`config.mk`:
```
export PLATFORM = sky130hd
export DESIGN_NAME = user_io_master
export DESIGN_NICKNAME = d
export VERILOG_FILES = /design/src/rtl/user_io_master.sv
export SDC_FILE = /design/constraint.sdc
export NUM_CORES = 1
export LEC_CHECK = 0
export ABC_CLOCK_PERIOD_IN_PS = 1600
export BUFFER_PORTS_ARGS = -buffer_cell sky130_fd_sc_hd__buf_2
export CAP_MARGIN = 20
export CORE_ASPECT_RATIO = 1.4
export CORE_UTILIZATION = 35
export CTS_BUF_LIST = sky130_fd_sc_hd__clkbuf_8
export DETAILED_ROUTE_END_ITERATION = 10
export GPL_ROUTABILITY_DRIVEN = 0
export PLACE_DENSITY = 0.67
export SYNTH_ARGS = -nofsm -noshare
export SYNTH_HDL_FRONTEND = slang
export SYNTH_SLANG_ARGS = --single-unit
export TNS_END_PERCENT = 100
```
`constraint.sdc`:
```
create_clock -name clk -period 1.6 [get_ports clk]
set_input_delay 0.32 -clock clk [delete_from_list [all_inputs] [get_ports clk]]
set_output_delay 0.32 -clock clk [all_outputs]
set_load 0.02 [all_outputs]
```
`src/rtl/user_io_master.sv`:
```
// user_io_master: SPI master (mode 0, MSB first) for the user_io control channel.
// It frames one command byte plus 0-3 payload bytes per request and captures the
// first MISO byte as the core-type code.
//
// Ports:
//   clk, _rst          clock, asynchronous active-low reset
//   req                start request, sampled only while idle
//   cmd, len, data     command byte, payload count (0-3), payload (data[7:0] sent first)
//   busy, done         transaction in progress / one-cycle end-of-transaction pulse
//   core_type(_valid)  first MISO byte of the last completed transaction
//   spi_sck, _spi_ss, spi_mosi, spi_miso  SPI pins (all outputs registered)
module user_io_master #(
  parameter int unsigned CLK_DIV = 4
) (
  input  logic        clk,
  input  logic        _rst,
  input  logic        req,
  input  logic [7:0]  cmd,
  input  logic [1:0]  len,
  input  logic [23:0] data,
  output logic        busy,
  output logic        done,
  output logic [7:0]  core_type,
  output logic        core_type_valid,
  output logic        spi_sck,
  output logic        _spi_ss,
  output logic        spi_mosi,
  input  logic        spi_miso
);

  localparam int unsigned DivW = (CLK_DIV > 1) ? $clog2(CLK_DIV) : 1;
  localparam logic [DivW-1:0] DivLast = DivW'(CLK_DIV - 1);

  typedef enum logic [2:0] {
    StIdle, StSetup, StSckLo, StSckHi, StHold, StGuard
  } state_e;

  state_e          state_q, state_d;
  logic [DivW-1:0] div_q, div_d;
  logic [4:0]      bit_q, bit_d;
  logic [1:0]      len_q, len_d;
  logic [31:0]     tx_q, tx_d;
  logic [7:0]      rx_q, rx_d;
  logic [7:0]      core_type_q, core_type_d;
  logic            core_type_valid_q, core_type_valid_d;
  logic            busy_q, busy_d;
  logic            done_q, done_d;
  logic            sck_q, sck_d;
  logic            ss_n_q, ss_n_d;

  logic div_wrap;
  logic last_bit;

  assign div_wrap = (div_q == DivLast);
  // Index of the final bit is 8*(len+1)-1.
  assign last_bit = (bit_q == {len_q, 3'b111});

  // State and datapath registers.
  always_ff @(posedge clk or negedge _rst) begin
    if (!_rst) begin
      state_q           <= StIdle;
      div_q             <= '0;
      bit_q             <= '0;
      len_q             <= '0;
      tx_q              <= '0;
      rx_q              <= '0;
      core_type_q       <= '0;
      core_type_valid_q <= 1'b0;
      busy_q            <= 1'b0;
      done_q            <= 1'b0;
      sck_q             <= 1'b0;
      ss_n_q            <= 1'b1;
    end else begin
      state_q           <= state_d;
      div_q             <= div_d;
      bit_q             <= bit_d;
      len_q             <= len_d;
      tx_q              <= tx_d;
      rx_q              <= rx_d;
      core_type_q       <= core_type_d;
      core_type_valid_q <= core_type_valid_d;
      busy_q            <= busy_d;
      done_q            <= done_d;
      sck_q             <= sck_d;
      ss_n_q            <= ss_n_d;
    end
  end

  // Next-state logic.
  always_comb begin
    state_d = state_q;
    case (state_q)
      StIdle:  if (req) state_d = StSetup;
      StSetup: if (div_wrap) state_d = StSckLo;
      StSckLo: if (div_wrap) state_d = StSckHi;
      StSckHi: if (div_wrap) state_d = last_bit ? StHold : StSckLo;
      StHold:  if (div_wrap) state_d = StGuard;
      // Guard spans two divider periods; bit_q[0] marks the second one.
      StGuard: if (div_wrap && bit_q[0]) state_d = StIdle;
      default: state_d = StIdle;
    endcase
  end

  // Datapath and registered-output next values.
  always_comb begin
    div_d             = div_q;
    bit_d             = bit_q;
    len_d             = len_q;
    tx_d              = tx_q;
    rx_d              = rx_q;
    core_type_d       = core_type_q;
    core_type_valid_d = core_type_valid_q;

    if (state_q != StIdle) div_d = div_wrap ? '0 : div_q + 1'b1;

    case (state_q)
      StIdle: begin
        if (req) begin
          len_d = len;
          bit_d = '0;
          rx_d  = '0;
          // Unused payload bytes are zeroed so MOSI idles low after the frame.
          tx_d  = {cmd,
                   (len >= 2'd1) ? data[7:0]   : 8'h00,
                   (len >= 2'd2) ? data[15:8]  : 8'h00,
                   (len == 2'd3) ? data[23:16] : 8'h00};
        end
      end
      StSckLo: begin
        // This edge raises SCK: capture MISO for the first byte only.
        if (div_wrap && (bit_q < 5'd8)) rx_d = {rx_q[6:0], spi_miso};
      end
      StSckHi: begin
        if (div_wrap) begin
          bit_d = bit_q + 5'd1;
          tx_d  = {tx_q[30:0], 1'b0};
        end
      end
      StHold: if (div_wrap) bit_d = '0;
      StGuard: begin
        if (div_wrap) begin
          bit_d = bit_q[0] ? 5'd0 : 5'd1;
          if (bit_q[0]) begin
            core_type_d       = rx_q;
            core_type_valid_d = 1'b1;
          end
        end
      end
      default: ;
    endcase

    busy_d = (state_d != StIdle);
    sck_d  = (state_d == StSckHi);
    ss_n_d = (state_d == StIdle) || (state_d == StGuard);
    done_d = (state_q == StGuard) && (state_d == StIdle);
  end

  assign busy            = busy_q;
  assign done            = done_q;
  assign core_type       = core_type_q;
  assign core_type_valid = core_type_valid_q;
  assign spi_sck         = sck_q;
  assign _spi_ss         = ss_n_q;
  assign spi_mosi        = tx_q[31];

endmodule

```
* After elaboration in Yosys (flattened, before gate mapping)
Cells that the tools add are included.
** Storage, ports and cells
- Word-level logic and storage cells :: 72
- Bits in registers :: 65
- Input port bits :: 38
** Cells by class
- Mux-type cells :: 24
- $lt $le $gt $ge :: 3
- Equality and inequality tests :: 15
- Add/sub/neg operators :: 2
- Reduce and logical (&&, ||, !) cells :: 16
** Operators with widths (number)
- $mux W32 :: 2
- $pmux W32 S2 :: 1
- $mux W8 :: 5
- $mux W3 :: 7
- $mux W5 :: 4
- $pmux W5 S4 :: 1
- $pmux W3 S6 :: 1
- $pmux W8 S2 :: 1
- $ne A2 B2 Y1 const B :: 5
- $eq A3 B2 Y1 const B :: 3
- $eq A3 B3 Y1 const B :: 3
- $reduce_and A3 Y1 :: 3
- $logic_not A3 Y1 :: 2
- $reduce_bool A3 Y1 :: 2
- $add A5 B1 Y5 const B :: 1
- $eq A5 B5 Y1 :: 1
- $lt A5 B4 Y1 const B :: 1
- $reduce_and A5 Y1 :: 1
- $eq A2 B2 Y1 const B :: 2
- $reduce_bool A2 Y1 :: 2
- $reduce_bool A4 Y1 :: 1
- $eq A3 B1 Y1 const B :: 1
- $logic_and A1 B1 Y1 :: 3
- $add A2 B1 Y2 const B :: 1
- other kinds (6) :: 6

* Longest topological paths before layout
Gate-level depths: netlist of the first run.
- Word-level depth :: 6
- Gate-level depth with buffers :: 7
- Mapped depth without buffers :: 5

* Worst setup path before layout of the first run
OpenSTA, ideal clock, no wires.
- Kind :: flip-flop to flip-flop
- From :: register div_q[0]
- To :: register core_type_q[0] (netlist: core_type[0])
- Data required time :: 1475 ps
- Period minus slack after synthesis :: 1599 ps
- Data arrival time :: 1474 ps
- Setup slack :: 1 ps
- Stages on the path, launching flop included :: 7
- Library setup time :: 125 ps
- Path through :: dfrtp_1 -> ha_1 -> buf_2 -> nand3_1 -> nor2b_1 -> buf_2 -> mux2_2
** Between the ends
- Longest elaborated chain between the ends :: 2
** RTL lines
- start, declared :: line 39 : logic [DivW-1:0] div_q, div_d;
- start signal, assigned :: line 75 : div_q <= div_d;
- $eq A2 B2 Y1 :: line 54 : assign div_wrap = (div_q == DivLast);
- $reduce_and A3 Y1 (no source line)
- end signal, assigned :: line 80 : core_type_q <= core_type_d;
- end, declared :: line 44 : logic [7:0] core_type_q, core_type_d;
No other way between the ends.
A chain may end at the register's enable or synchronous reset.

* Worst setup path after layout of the first run
- From :: register state_q[1]
- To :: register tx_q[28]
** Between the ends
- Longest elaborated chain between the ends :: 3
** RTL lines
- start, declared :: line 38 : state_e state_q, state_d;
- start signal, assigned :: line 61 : state_q <= StIdle;
- start signal, assigned :: line 74 : state_q <= state_d;
- $eq A3 B2 Y1 or $logic_not A3 Y1 (tied branches) :: line 116 : case (state_q)
- $ne A2 B2 Y1 (no source line) or $reduce_bool A2 Y1 (tied branches)
- $reduce_and A3 Y1 (no source line)
- end signal, assigned :: line 78 : tx_q <= tx_d;
- end, declared :: line 42 : logic [31:0] tx_q, tx_d;
Several ways; a longest one is shown, not always the timed one.

==> flow_results.org, run 1 <==
** Route
- Count of TritonRoute iterations in the first routing pass :: 4
- In the final routed layout, each cell accounts on average for 14.5 µm.
- In the routed design, unresolved DRC markers number 0.
- Via density :: 5.24
- The final route contains 2645 vias.
- In this run the remaining antenna-violating nets after routing total 0.
- For this block, the initial DRC count from the detailed router was 103.
- The final layout contains routed wiring with a total length of 7340 µm.

** Critical path
- At the worst endpoint, the required time is 1.86 ns.
- Critical Path Sink Type :: flip-flop
- The worst setup path is of the flip-flop to flip-flop kind.
- STA classifies the critical path startpoint as a flip-flop.
- STA puts the critical path data arrival time at roughly 1.9 ns.
- Of all nets on the critical path, the largest fanout is 15.

** Timing
- For the pin with the worst max-slew slack, the measured transition is 0.427 ns.
- The max-slew violation count was 0.
- Slew HR :: 71.5%
- Final setup margin :: -0.0135 ns
- Hold timing on the final database bottoms out at a slack of ~0.21 ns.
- Worst clock skew on the final layout :: 0.00878 ns
- The final hold violation count was 0.
- Based on the critical path, the design can be clocked at up to 0.620 GHz.
- Setup repair after global routing could not meet its margin everywhere.
- Fin crit share :: 101%
- Final period demand of the worst path :: 1.61 ns
- Setup violations remaining at the end of the flow were counted as 11.

** Logic synthesis
- Share of async-settable or async-resettable flops after synthesis :: between 90% and 100%
- Seq/Total Area, Yosys :: 53.9%
- Synth unique cells :: 39
- Flip-flop cell with the highest count after synthesis :: sky130_fd_sc_hd__dfrtp_1
- Post-Syn Area per Cell :: 9.38 µm²
- Yosys mapped a number of flops with a built-in enable equal to 0.
- Number of nets produced by synthesis :: 362
- Synthesis warning total :: 0
- In this run the cell area of the synthesized design comes to between 3000 and 4000 µm².
- Synthesis handed over a netlist of ~320 instances.
- Synth Register Bits :: 65

** Global routing
- The first global-routing pass estimated 11800 µm of wire.
- Via count of the first global-routing pass :: 2506
- Antenna violations before repair :: 0
- In the global route stage, overall resource usage came out at 17.0%.
- Entering global routing, the biggest net connects 36 pins.
- Global routing finished with a remaining overflow of 0.

** Clocking
- Buffer depth of the longest clock path :: 2
- CTS clock-pin slew for the worst setup and hold paths :: roughly 0.07 ns
- TritonCTS clock tree :: yes
- CTS saw between 60 and 70 sinks.
- Number of levels in the clock H-tree :: 3
- CTS buffer count :: 9
- The clock reaches the later pin of the worst-skew pair after 0.35 ns.
- CTS Root Buffer Type :: sky130_fd_sc_hd__clkbuf_8

** Layout
- Cells fill 49.2% of the core in the end.
- In the final layout, the share of cells above drive strength 1 is 33.3%.
- Leaving out fill and tap cells, the most frequent cells in the layout are sky130_fd_sc_hd__nand2_1, sky130_fd_sc_hd__dfrtp_1, sky130_fd_sc_hd__buf_2, sky130_fd_sc_hd__nor2_1, sky130_fd_sc_hd__nand3_1.
- Fin nets :: 438
- The library cell used most frequently in the layout, excluding fill and tap cells, is sky130_fd_sc_hd__nand2_1.
- Final instance area :: 4060 µm²
- After the flow finishes, the layout carries non-filler instances totaling 505.
- The area growth from synthesis to layout is 34.4%.
- Number of diodes added for antenna fixing :: 0
- After filler insertion, the fill cell instance count of the layout stands at 766.

** Floorplanning
- Row cnt :: 39
- Initial core utilization :: 36.6%
- Die span in y :: between 100 and 150 µm
- Measured along the x axis, the die boundary spans 80.5 µm.
- The die covers 9010 µm².
- After floorplanning, the core was sized to cover 8250 µm².
- 52 I/O pins were placed.

** Hold path
- Path class of the lowest-slack min-delay path :: input pin to flip-flop

** Status
- The flow ran to the end, but the final reports show violations.
- The checks that failed: negative setup slack.

** Placement
- Input and output buffers added on the ports amount to 51.
- Final HPWL from detailed placement :: around 4600 µm
- In this run the cell area measured after placement is around 3500 µm².
- The number of placed instances, taps included, is between 400 and 500.

** Power and ir drop
- Power spread over the standard cell area amounts to 1800 nW/µm².
- The analysis attributes to cell leakage a power of around 1.9 nW.
- Max IR drop VDD :: between 600 and 700 µV

** Flow run
- Across the run, the number of max-cap violations was 0.
## synth_stat cells (3+ instances only)
| cell | count | area (µm²) |
|---|---|---|
| sky130_fd_sc_hd__nand3_1 | 31 | 155 |
| sky130_fd_sc_hd__nor2b_1 | 4 | 25.0 |
| sky130_fd_sc_hd__buf_2 | 13 | 65.1 |
| sky130_fd_sc_hd__buf_6 | 3 | 33.8 |
| sky130_fd_sc_hd__a21oi_1 | 3 | 15.0 |
| sky130_fd_sc_hd__a31oi_1 | 31 | 194 |
| sky130_fd_sc_hd__nor3_1 | 4 | 20.0 |
| sky130_fd_sc_hd__dfrtp_1 | 64 | 1600 |
| sky130_fd_sc_hd__clkbuf_1 | 5 | 18.8 |
| sky130_fd_sc_hd__mux2_2 | 9 | 101 |
| sky130_fd_sc_hd__and2_1 | 3 | 18.8 |
| sky130_fd_sc_hd__nand2_1 | 68 | 255 |
| sky130_fd_sc_hd__nor2_1 | 34 | 128 |
| sky130_fd_sc_hd__o21ai_0 | 13 | 65.1 |
| sky130_fd_sc_hd__xor2_1 | 3 | 26.3 |
## logic make-up (layout without fill, tap and decap cells)
| logic type | Yosys count | count (layout) | synth area share [%] |
|---|---|---|---|
| fa+ha+maj | 2 | 2 | 0.828 |
| simple gates | 160 | 160 | 24.4 |
| xor+xnor | 3 | 3 | 0.870 |
| flops | 65 | 65 | 53.9 |
| compound gates | 57 | 57 | 12.0 |
| buf+inv | 26 | 107 | 4.64 |
| mux | 9 | 9 | 3.35 |
## report_power, final
part           internal [mW]  switching, mW
logic                   1.48           1.62
clock network          0.946          0.619
registers               2.23          0.408
## critical path, stage by stage, from the launching register on
cell,delay (ns)
sky130_fd_sc_hd__dfrtp_2,0.45
sky130_fd_sc_hd__or3b_4,0.42
sky130_fd_sc_hd__a21oi_4,0.15
sky130_fd_sc_hd__buf_12,0.15
sky130_fd_sc_hd__buf_12,0.14
sky130_fd_sc_hd__nor2_2,0.04
sky130_fd_sc_hd__a31oi_2,0.17
## final timing paths
kind                                             startpoint                           to  slack (ns)  cells after the start
worst max register to register         state_q[1]$_DFF_PN0_         tx_q[28]$_DFFE_PN0P_       -0.01                      6
min in group asynchronous                              _rst         tx_q[18]$_DFFE_PN0P_        0.43                      2
worst min register to register  core_type_valid$_DFFE_PN0P_  core_type_valid$_DFFE_PN0P_        0.47                      1
worst min-delay path                                 len[0]         len_q[0]$_DFFE_PN0P_        0.21                      3
worst max-delay path                   state_q[1]$_DFF_PN0_         tx_q[28]$_DFFE_PN0P_       -0.01                      6
max in group asynchronous                              _rst            _spi_ss$_DFF_PN1_        0.61                      3
## per-layer routing
metal / wire (µm) / GRT usage, % / vias up
li1: - / - / 1272
met1: 3140 / 20.4 / 1305
met2: 3720 / 27.7 / 54
met3: 331 / 4.02 / 14
met4: 148 / 8.81 / 0
met5: 0 / 0 / -
## state kept, by name, indices dropped and copies added, names as in the netlist
name	cells
busy	1
core_type_valid	1
rx_q	8
state_q	3
len_q	2
div_q	2
_spi_ss	1
done	1
tx_q	32
core_type	8
bit_q	5
spi_sck	1
## layout make-up
class | count | area [µm²] | share of cell area (%)
Clock buffer | 11 | 151 | 3.73
Clock inverter | 5 | 71.3 | 1.76
Multi-Input combinational cell | 231 | 1360 | 33.5
Tap cell | 102 | 128 | 3.14
Sequential cell | 65 | 1630 | 40.2
Inverter | 2 | 7.51 | 0.185
Timing Repair Buffer | 89 | 712 | 17.5
## timing repair
action	4_1_cts	5_1_grt
hold buffers	1	0
resized for setup	11	18
pin swaps	4	8
endpoints found under the setup margin	47	52
setup buffers	4	3
endpoints found under the hold margin	13	0
cloned	2	2
## per-stage QoR
stage | TNS, ns | power, mW | worst slack (ns)
global placement | -0.0301 | 4.99 | -0.0211
CTS | -0.0273 | 7.08 | -0.0153
floorplan | 0 | 4.33 | 0.00143
finish | -0.0724 | 7.30 | -0.0135
global route | -1.25 | 7.79 | -0.0833
detailed placement | -0.558 | 5.12 | -0.0732
(Power assumes the default switching activity.)
==> inputs of run 2 (changes only) <==
--- a/config.mk
+++ b/config.mk
@@ -5,9 +5,8 @@
 export SDC_FILE = /design/constraint.sdc
 export NUM_CORES = 1
 export LEC_CHECK = 0
-export ABC_CLOCK_PERIOD_IN_PS = 1600
+export ABC_CLOCK_PERIOD_IN_PS = 1400
 export BUFFER_PORTS_ARGS = -buffer_cell sky130_fd_sc_hd__buf_2
-export CAP_MARGIN = 20
 export CORE_ASPECT_RATIO = 1.4
 export CORE_UTILIZATION = 35
 export CTS_BUF_LIST = sky130_fd_sc_hd__clkbuf_8
==> constraint.sdc (replaced) <==
create_clock -name clk -period 1.4 [get_ports clk]
set_input_delay 0.28 -clock clk [delete_from_list [all_inputs] [get_ports clk]]
set_output_delay 0.28 -clock clk [all_outputs]
set_load 0.02 [all_outputs]
==> run 2 against run 1 <==
The run still ends with negative setup slack left. Utilization rose by 0.42 points. Maximum frequency increased by 1.8%. Via count decreased by 1.2%. Clock skew rose by 0.0021 ns. Setup slack got worse by 0.17 ns. Non-clock buffer count rose by 7. Sequential power increased by 13%. Design area is 0.86% higher. Final cell count is 1.4% higher. Power grew 8.8%. Register-to-register slack got worse by 0.17 ns. Critical endpoint is now tx_q[25]$_DFFE_PN0P_.
==> flow_results.org, run 2 (same netlist as run 1, synthesis figures left out) <==
** Status
- The run finished, with violations left.
- The checks that failed: negative setup slack.

** Power and ir drop
- Internal Pwr Total :: 4.95 mW (+6.3%)
- The net switching component of the power is 2.99 mW (+13%).
- The leakage power figure is 1.90 nW (+1.4%).
- The portion of total power attributed to the clock network came to 19.4% (-2.1 points).
- Combinational share of power :: 43.0% (+0.6 points)
- Part of the total power dissipated in sequential elements :: 37.6% (+1.5 points)
- The power density normalized to cell area was 1940 nW/µm² (+7.8%).
- The switching power share of the total was 37.7% (+1.4 points).
- Max IR drop VDD :: 958 µV (+40%)

** Layout
- Share of final-layout standard cells stronger than drive strength 1 :: 36.3% (+3.1 points)
- Number of diodes added for antenna fixing :: 0 (unchanged)
- Area taken by multi-input logic gates :: 1420 µm² (+4.8%)
- Fin nets :: 446 (+1.8%)
- More flip-flops sit in one register than any other, and that register is tx_q.
- Flip-flop count of the largest register, all copies and words added :: 32 (unchanged)
- Area overhead of the layout relative to synthesis :: 35.5%
- The total of fill cells in the finished design is 750 (-2.1%).
- Most frequent cells in the layout :: sky130_fd_sc_hd__nand2_1, sky130_fd_sc_hd__dfrtp_1, sky130_fd_sc_hd__buf_2, sky130_fd_sc_hd__a31oi_1, sky130_fd_sc_hd__buf_4
- Seq. cell area :: 1630 µm² (about the same)
- Leaving out fill and tap cells, the most frequent cell in the layout is sky130_fd_sc_hd__nand2_1.
- The utilization after layout is 49.7% (+0.42 points).

** Route
- The number of vias after detailed routing is 2614 (-1.2%).
- The DRC marker count from the first detailed-route iteration came to 115 (+12%).
- The final antenna-violating net count was 0 (unchanged).
- The routed wire length per instance was 14.4 µm (-1.1%).
- Count of TritonRoute iterations in the first routing pass :: 4 (unchanged)
- The total wirelength of the detailed-routed design was 7360 µm (+0.23%).
- DRC errors left :: 0 (unchanged)
- Via density :: 5.11 (-2.5%)

** Critical path
- Startpoint Class :: flip-flop
- On the critical path, the stage with the largest delay is an instance of sky130_fd_sc_hd__dfrtp_1.
- The endpoint required time on the critical path was 1.66 ns (-0.20 ns).
- Crit path DAT :: 1.84 ns (-0.04 ns)
- Grouping stages by cell kind, the critical path spends the most delay in simple AND/OR/NAND/NOR gates.
- Reg-to-reg slack, setup :: -0.19 ns (-0.17 ns)
- The worst setup path is captured at a flip-flop.
- Crit path cell chain :: or3b_4, a21oi_4, buf_12, nor2_1, a31oi_1
- The startpoint identified for the worst register-to-register timing path is state_q[1]$_DFF_PN0_.
- Max stage delay on crit path :: 0.43 ns (-0.02 ns)
- CP bufs+invs :: 1 (-1)
- Critical path type :: flip-flop to flip-flop
- The worst register-to-register path ends at tx_q[25]$_DFFE_PN0P_.
- Highest fanout seen on the critical path :: 33 (+18)
- The worst-case reg-to-reg path depth was 5 (-1).

** Floorplanning
- The number of placement rows is 39 (unchanged).
- Number of ports placed on the die boundary :: 52 (unchanged)
- The area of the placeable core was 8250 µm² (unchanged).
- The initial cell density of the core came to 36.6% (unchanged).
- The vertical die dimension is 112 µm (unchanged).
- Area of the die :: 9010 µm² (unchanged)
- Die width :: 80.5 µm (unchanged)

** Global routing
- The total overflow reported by the global router was 0 (unchanged).
- The largest net degree at the start of global routing was 34 (-5.6%).
- Via count of the first global-routing pass :: 2450 (-2.2%)
- Antenna violations before repair :: 0 (unchanged)
- The total global-route track usage was 16.9% (-0.13 points).
- The first-pass GRT wire length came to 11500 µm (-2.6%).

** Placement
- Worst setup slack before clock tree synthesis :: -0.194 ns (-0.121 ns)
- Port Buffer Count :: 51 (unchanged)
- Final HPWL from detailed placement :: 4790 µm (+3.9%)

** Timing
- The least setup slack across all paths after layout was -0.185 ns (-0.172 ns).
- The upper clock frequency limit came to 0.631 GHz (+1.8%).
- The relative slew slack came to 68.1% (-3.4 points).
- Final period demand of the worst path :: 1.59 ns (-0.0284 ns)
- # setup viols final :: 58 (+47)
- The final hold violation count came to 0 (unchanged).
- Final-report max-slew violation count :: 0 (unchanged)
- The share of the clock period used by the worst path after layout came to 113% (+12 points).
- RSZ-0062 raised after global routing :: yes
- Worst-Margin Slew :: 0.478 ns (+0.0515 ns)
- The final setup skew came to 0.0108 ns (+0.00206 ns).

** Hold path
- The number of cells on the worst hold path was 3 (unchanged).
- WHS Endpoint :: len_q[0]$_DFFE_PN0P_
- The path class of the tightest hold or removal check is input pin to flip-flop.
- Worst hold start :: len[0]

** Clocking
- CTS Root Buffer Type :: sky130_fd_sc_hd__clkbuf_8
- TritonCTS clock tree :: yes
- Clock latency on the worst-skew pair :: 0.35 ns (about the same)
- CTS buffer count :: 9 (unchanged)
- The maximum count of clock buffers along a single path was 2 (unchanged).
- CTS clock-pin slew for the worst setup and hold paths :: 0.07 ns (about the same)
- Clk sinks :: 65 (unchanged)
- Number of levels in the clock H-tree :: 3 (unchanged)

** Flow run
- The max-capacitance violation count came to 0 (unchanged).
[run 2: power groups by stage]
stage	clock network, mW	registers (mW)	logic, mW
floorplan	0	2.91	2.16
global placement	0	2.95	2.85
detailed placement	0	2.98	2.94
CTS	1.58	2.96	3.21
global route	1.66	3.06	3.78
finish	1.54	2.99	3.41
[run 2: worst reg2reg max path: stages, from the launching register on]
cell,delay (ns)
sky130_fd_sc_hd__dfrtp_1,0.43
sky130_fd_sc_hd__or3b_4,0.43
sky130_fd_sc_hd__a21oi_4,0.20
sky130_fd_sc_hd__buf_12,0.20
sky130_fd_sc_hd__nor2_1,0.07
sky130_fd_sc_hd__a31oi_1,0.16
[run 2: layout make-up]
type	instances	share of cell area, %
Clock buffer	9	3.02
Clock inverter	6	1.47
Inverter	2	0.183
Multi-Input combinational cell	232	34.8
Sequential cell	65	39.8
Tap cell	102	3.12
Timing Repair Buffer	96	17.6
[run 2: timing repair]
| item | CTS | global route |
|---|---|---|
| resized for setup | 13 | 37 |
| hold buffers | 1 | 0 |
| setup endpoints to repair | 58 | 61 |
| setup buffers | 6 | 5 |
| hold endpoints to repair | 12 | 0 |
| pin swaps | 3 | 3 |
| gates cloned | 2 | 1 |
[run 2: how the worst max path moves through the flow]
stage,startpoint,to,cells past startpoint
floorplan,state_q[0]$_DFF_PN0_,tx_q[31]$_DFFE_PN0P_,6
global placement,state_q[1]$_DFF_PN0_,bit_q[3]$_DFFE_PN0P_,5
detailed placement,state_q[2]$_DFF_PN0_,core_type[2]$_DFFE_PN0P_,4
CTS,state_q[1]$_DFF_PN0_,tx_q[25]$_DFFE_PN0P_,5
global route,state_q[1]$_DFF_PN0_,bit_q[3]$_DFFE_PN0P_,5
finish,state_q[1]$_DFF_PN0_,tx_q[25]$_DFFE_PN0P_,5
[run 2: per-stage QoR]
step	hold slack, ns	power (mW)	instance area, µm²	std cells	setup TNS, ns
after floorplan	-0.0156	5.07	3070	322	-4.79
after global placement	0.253	5.80	3600	482	-4.41
after detailed placement	0.265	5.92	3600	482	-6.09
after CTS	0.152	7.75	3930	506	-5.44
after global routing	0.167	8.50	4100	512	-9.89
final	0.171	7.94	4100	512	-6.39
[run 2: per-layer routing]
| layer | up-vias | part of all wire, % | track usage (%) |
|---|---|---|---|
| li1 | 1282 | - | - |
| met4 | 0 | 2.4 | 8.57 |
| met1 | 1269 | 42 | 19.4 |
| met3 | 14 | 4.7 | 4.26 |
| met2 | 49 | 51 | 28.3 |
| met5 | - | 0 | 0 |
==> inputs of run 3 (changes only) <==
--- a/config.mk
+++ b/config.mk
@@ -5,13 +5,13 @@
 export SDC_FILE = /design/constraint.sdc
 export NUM_CORES = 1
 export LEC_CHECK = 0
+export ABC_AREA = 1
 export ABC_CLOCK_PERIOD_IN_PS = 1400
 export BUFFER_PORTS_ARGS = -buffer_cell sky130_fd_sc_hd__buf_2
 export CORE_ASPECT_RATIO = 1.4
 export CORE_UTILIZATION = 35
 export CTS_BUF_LIST = sky130_fd_sc_hd__clkbuf_8
 export DETAILED_ROUTE_END_ITERATION = 10
-export GPL_ROUTABILITY_DRIVEN = 0
 export PLACE_DENSITY = 0.67
 export SYNTH_ARGS = -nofsm -noshare
 export SYNTH_HDL_FRONTEND = slang
==> run 3 against run 2 <==
Count of clock-buffer cells in the layout increased by 2. Utilization is 1.5 points higher. The run still ends with negative setup slack left. Synthesized cell count rose by 23%. Synthesized area rose by 2.8%. Critical path type unchanged. Largest power group is now registers. Largest cell class unchanged. Non-clock buffer count shrank 3. Maximum frequency increased by 3.4%.
==> flow_results.org, run 3 <==
** Logic synthesis
- Post-synth design cell area :: 3110 µm² (+2.8%)
- Number of nets produced by synthesis :: 437 (+21%)
- Summed over all instances, the cell type with the most area after synthesis is sky130_fd_sc_hd__dfrtp_1.
- The complex-gate fraction of the synthesized area came to 13.8% (+1.8 points).
- Fraction of post-synthesis cell area in the top cell type by area :: 51.6% (-1.4 points)
- The register bit total from synthesis is 65 (unchanged).
- The fraction of the yosys area taken by sequential cells is 52.4% (-1.5 points).
- The async set or reset register ratio after synthesis was 100% (unchanged).
- Synth unique cells :: 25 (-36%)
- The number of flops mapped to enable cells by yosys came to 0 (unchanged).
- In the post-synthesis netlist, the cell with the most instances is sky130_fd_sc_hd__nand2_1.
- By area, the combinational part of the netlist is dominated by simple AND/OR/NAND/NOR gates.
- Multiplexer fraction of the synthesized cell area :: 0% (-3.4 points)
- Post-Syn Area per Cell :: 7.82 µm² (-17%)
- Flip-flop cell with the highest count after synthesis :: sky130_fd_sc_hd__dfrtp_1
- Count of mapped cells out of synthesis :: 397 (+23%)
- The warning count from the yosys run is 0 (unchanged).
- Adder-Cell Fraction of Synth Area :: 0.806% (-0.022 points)
- Xor and xnor fraction of the mapped netlist area :: 0.846% (-0.023 points)
- Leading cell types by count after synthesis :: sky130_fd_sc_hd__nand2_1, sky130_fd_sc_hd__dfrtp_1, sky130_fd_sc_hd__o21ai_0
- Largest cells by area after synthesis :: sky130_fd_sc_hd__dfrtp_1, sky130_fd_sc_hd__nand2_1, sky130_fd_sc_hd__o21ai_0, sky130_fd_sc_hd__inv_1, sky130_fd_sc_hd__nand3_1
- Post-Synth Simple-Gate Area :: 23.4% (-1.0 points)

** Route
- The number of vias after detailed routing came to 2908 (+11%).
- DRC errors left :: 0 (unchanged)
- The final antenna-violating net count came to 0 (unchanged).
- Wirelength per Cell :: 13.2 µm (-8.2%)
- Initial detailed-routing violation count :: 131 (+14%)
- Signal routing reaches up to met4.
- The ratio of routed vias to standard cells came to 4.90 (-4.1%).
- Count of TritonRoute iterations in the first routing pass :: 4 (unchanged)
- DRT Wirelength :: 7830 µm (+6.5%)
- The met3 wire length came to 246 µm (-28%).
- M1 wire length :: 3410 µm (+10%)
- Routed wl met2 :: 4040 µm (+8.1%)

** Power and ir drop
- The leakage power figure is 2.14 nW (+13%).
- Total power per unit cell area :: 779 nW/µm² (-60%)
- The switching power share of the total is 22.6% (-15 points).
- The total chip power came to 3.43 mW (-57%).
- Combinational share of power :: 3.8% (-39 points)
- The net switching component of the power came to 775 µW (-74%).
- Internal Pwr Total :: 2.66 mW (-46%)
- Part of the total power dissipated in sequential elements :: 55.3% (+18 points)
- The portion of total power attributed to the clock network is 41.0% (+22 points).
- The peak supply drop came to 665 µV (-31%).

** Timing
- Final period demand of the worst path :: 1.53 ns (-0.0522 ns)
- The final setup skew was 0.00557 ns (-0.00526 ns).
- Final setup margin :: -0.133 ns (+0.0522 ns)
- Setup repair after global routing could not meet its margin everywhere.
- Final-report max-slew violation count :: 0 (unchanged)
- The upper clock frequency limit is 0.652 GHz (+3.4%).
- The setup total negative slack came to -3.77 ns (+2.62 ns).
- # setup viols final :: 42 (-28%)
- The relative slew slack is 76.9% (+8.8 points).
- The final hold violation count is 0 (unchanged).
- The share of the clock period used by the worst path after layout was 109% (-3.7 points).
- Worst-Margin Slew :: 0.345 ns (-0.134 ns)

** Floorplanning
- The area of the die came to 9260 µm² (+2.7%).
- Die span in y :: 113 µm (+1.4%)
- Die width :: 81.6 µm (+1.3%)
- The initial cell density of the core was 36.1% (-0.57 points).
- Core outline area :: 8610 µm² (+4.4%)
- Number of ports placed on the die boundary :: 52 (unchanged)
- Row cnt :: 40 (+2.6%)

** Clocking
- CTS Root Buffer Type :: sky130_fd_sc_hd__clkbuf_8
- CTS clock-pin slew for the worst setup and hold paths :: 0.07 ns (about the same)
- Clk sinks :: 65 (unchanged)
- The maximum count of clock buffers along a single path came to 2 (unchanged).
- The number of levels in the clock H-tree is 3 (unchanged).
- The clock network latency to the later pin of the worst-skew pair came to 0.34 ns (about the same).
- TritonCTS clock tree :: yes
- The number of CTS-inserted buffers is 9 (unchanged).

** Layout
- The utilization after layout is 51.1% (+1.5 points).
- Share of final-layout standard cells stronger than drive strength 1 :: 35.8% (-0.55 points)
- Area overhead of the layout relative to synthesis :: 41.8%
- The flip-flop count of the largest register after layout is 32 (unchanged).
- The library cell used most frequently in the layout, excluding fill and tap cells, is sky130_fd_sc_hd__nand2_1.
- Number of diodes added for antenna fixing :: 0 (unchanged)
- Most frequent cells in the layout :: sky130_fd_sc_hd__nand2_1, sky130_fd_sc_hd__dfrtp_1, sky130_fd_sc_hd__buf_2, sky130_fd_sc_hd__inv_1, sky130_fd_sc_hd__o21ai_0
- tx_q holds more flip-flops than any other register.
- The net count reported at finish came to 526 (+18%).

** Placement
- Port Buffer Count :: 51 (unchanged)
- Final HPWL from detailed placement :: 4570 µm (-4.6%)
- Final weighted congestion in routability-driven placement :: 0.942

** Global routing
- The total global-route track usage came to 15.8% (-1.1 points).
- Maximum number of pins on one net before global-route repair :: 65 (+91%)
- Global-route wire length before repair :: 11300 µm (-1.3%)
- Antenna violations before repair :: 0 (unchanged)
- The number of global-route vias before repair was 2605 (+6.3%).
- The total overflow reported by the global router was 0 (unchanged).

** Critical path
- Reg-to-reg slack, setup :: -0.13 ns (+0.05 ns)
- Critical Path Sink Type :: flip-flop
- Among all stages on the critical path, the largest delay is contributed by sky130_fd_sc_hd__dfrtp_2.
- Crit path cell chain :: nor2_4, nand2_4, buf_6, a21oi_4, clkbuf_16, buf_6, nand2_1, o21ai_0
- Crit path DAT :: 1.79 ns (-0.05 ns)
- The biggest cell delay along the critical path is 0.46 ns (+0.03 ns).
- Startpoint Class :: flip-flop
- Critical path type :: flip-flop to flip-flop
- Most used cell, CP :: sky130_fd_sc_hd__buf_6
- The largest fanout on the critical path is 6 (-82%).
- Worst endpoint required time :: 1.66 ns (about the same)

** Hold path
- The tightest min-delay check is of the input pin to flip-flop type.

** Status
- Violated checks :: negative setup slack
- Outcome :: complete, but fails checks

** Flow run
- The max-capacitance violation count came to 0 (unchanged).
==> run 3: cell families (layout without fill, tap and decap cells) <==
logic type,after synthesis,in the layout
AND/OR/NAND/NOR,180,181
AO/OA/AOI/OAI,81,81
buffers and inverters,66,157
flip-flops,65,65
XOR/XNOR,3,3
adder cells (fa/ha/maj),2,2
==> run 3: per-stage QoR <==
stage               worst slack (ns)  area [µm²]  hold slack, ns  std cells
finish                        -0.133        4400           0.187        594
global route                  -0.180        4400           0.195        594
CTS                          -0.0441        3870           0.196        575
detailed placement            -0.154        3640           0.207        559
global placement             -0.0891        3640           0.201        559
floorplan                     0.0139        3120         -0.0156        397
==> run 3: repair_timing <==
item / CTS / global route
buffers inserted: 1 / 8
hold buffers: 1 / 0
setup endpoints to repair: 55 / 58
pin swaps: 2 / 15
hold endpoints to repair: 11 / 0
resized for setup: 14 / 98
cloned: 0 / 11
==> run 3: worst paths after layout <==
| check | from | end | cells after the start |
|---|---|---|---|
| max in group asynchronous | _rst | _spi_ss$_DFF_PN1_ | 3 |
| min in group asynchronous | _rst | tx_q[21]$_DFFE_PN0P_ | 2 |
| worst min register to register | core_type_valid$_DFFE_PN0P_ | core_type_valid$_DFFE_PN0P_ | 1 |
| worst max register to register | state_q[0]$_DFF_PN0_ | tx_q[18]$_DFFE_PN0P_ | 8 |
| worst min-delay path | spi_miso | rx_q[0]$_DFFE_PN0P_ | 3 |
| worst max-delay path | state_q[0]$_DFF_PN0_ | tx_q[18]$_DFFE_PN0P_ | 8 |
==> run 3: area by class of cell <==
type | count | area (µm²)
timing repair buffer | 93 | 817
sequential | 65 | 1630
tap | 105 | 131
fill | 791 | 4210
clock buffer | 11 | 151
inverter | 50 | 191
multi-input combinational | 267 | 1460
clock inverter | 3 | 17.5
==> run 3: power groups by stage <==
stage,Clock (mW),Sequential (mW),Combinational [mW]
after global routing,1.52,1.89,0.144
after detailed placement,0,1.93,0.126
final,1.41,1.90,0.129
after CTS,1.44,1.89,0.128
after floorplan,0,1.93,0.0181
after global placement,0,1.93,0.124
==> run 3: critical path: cells and delay by family, from the launching register on <==
kind | cells | cell delay, ns
AO/OA/AOI/OAI | 2 | 0.26
buffers and inverters | 3 | 0.44
AND/OR/NAND/NOR | 3 | 0.28
flip-flops | 1 | 0.46
==> run 3: metal layers <==
layer	vias to the layer above	GRT usage [%]
li1	1436	-
met1	1391	19.7
met2	64	24.9
met3	17	5.12
met4	0	6.43
met5	-	0
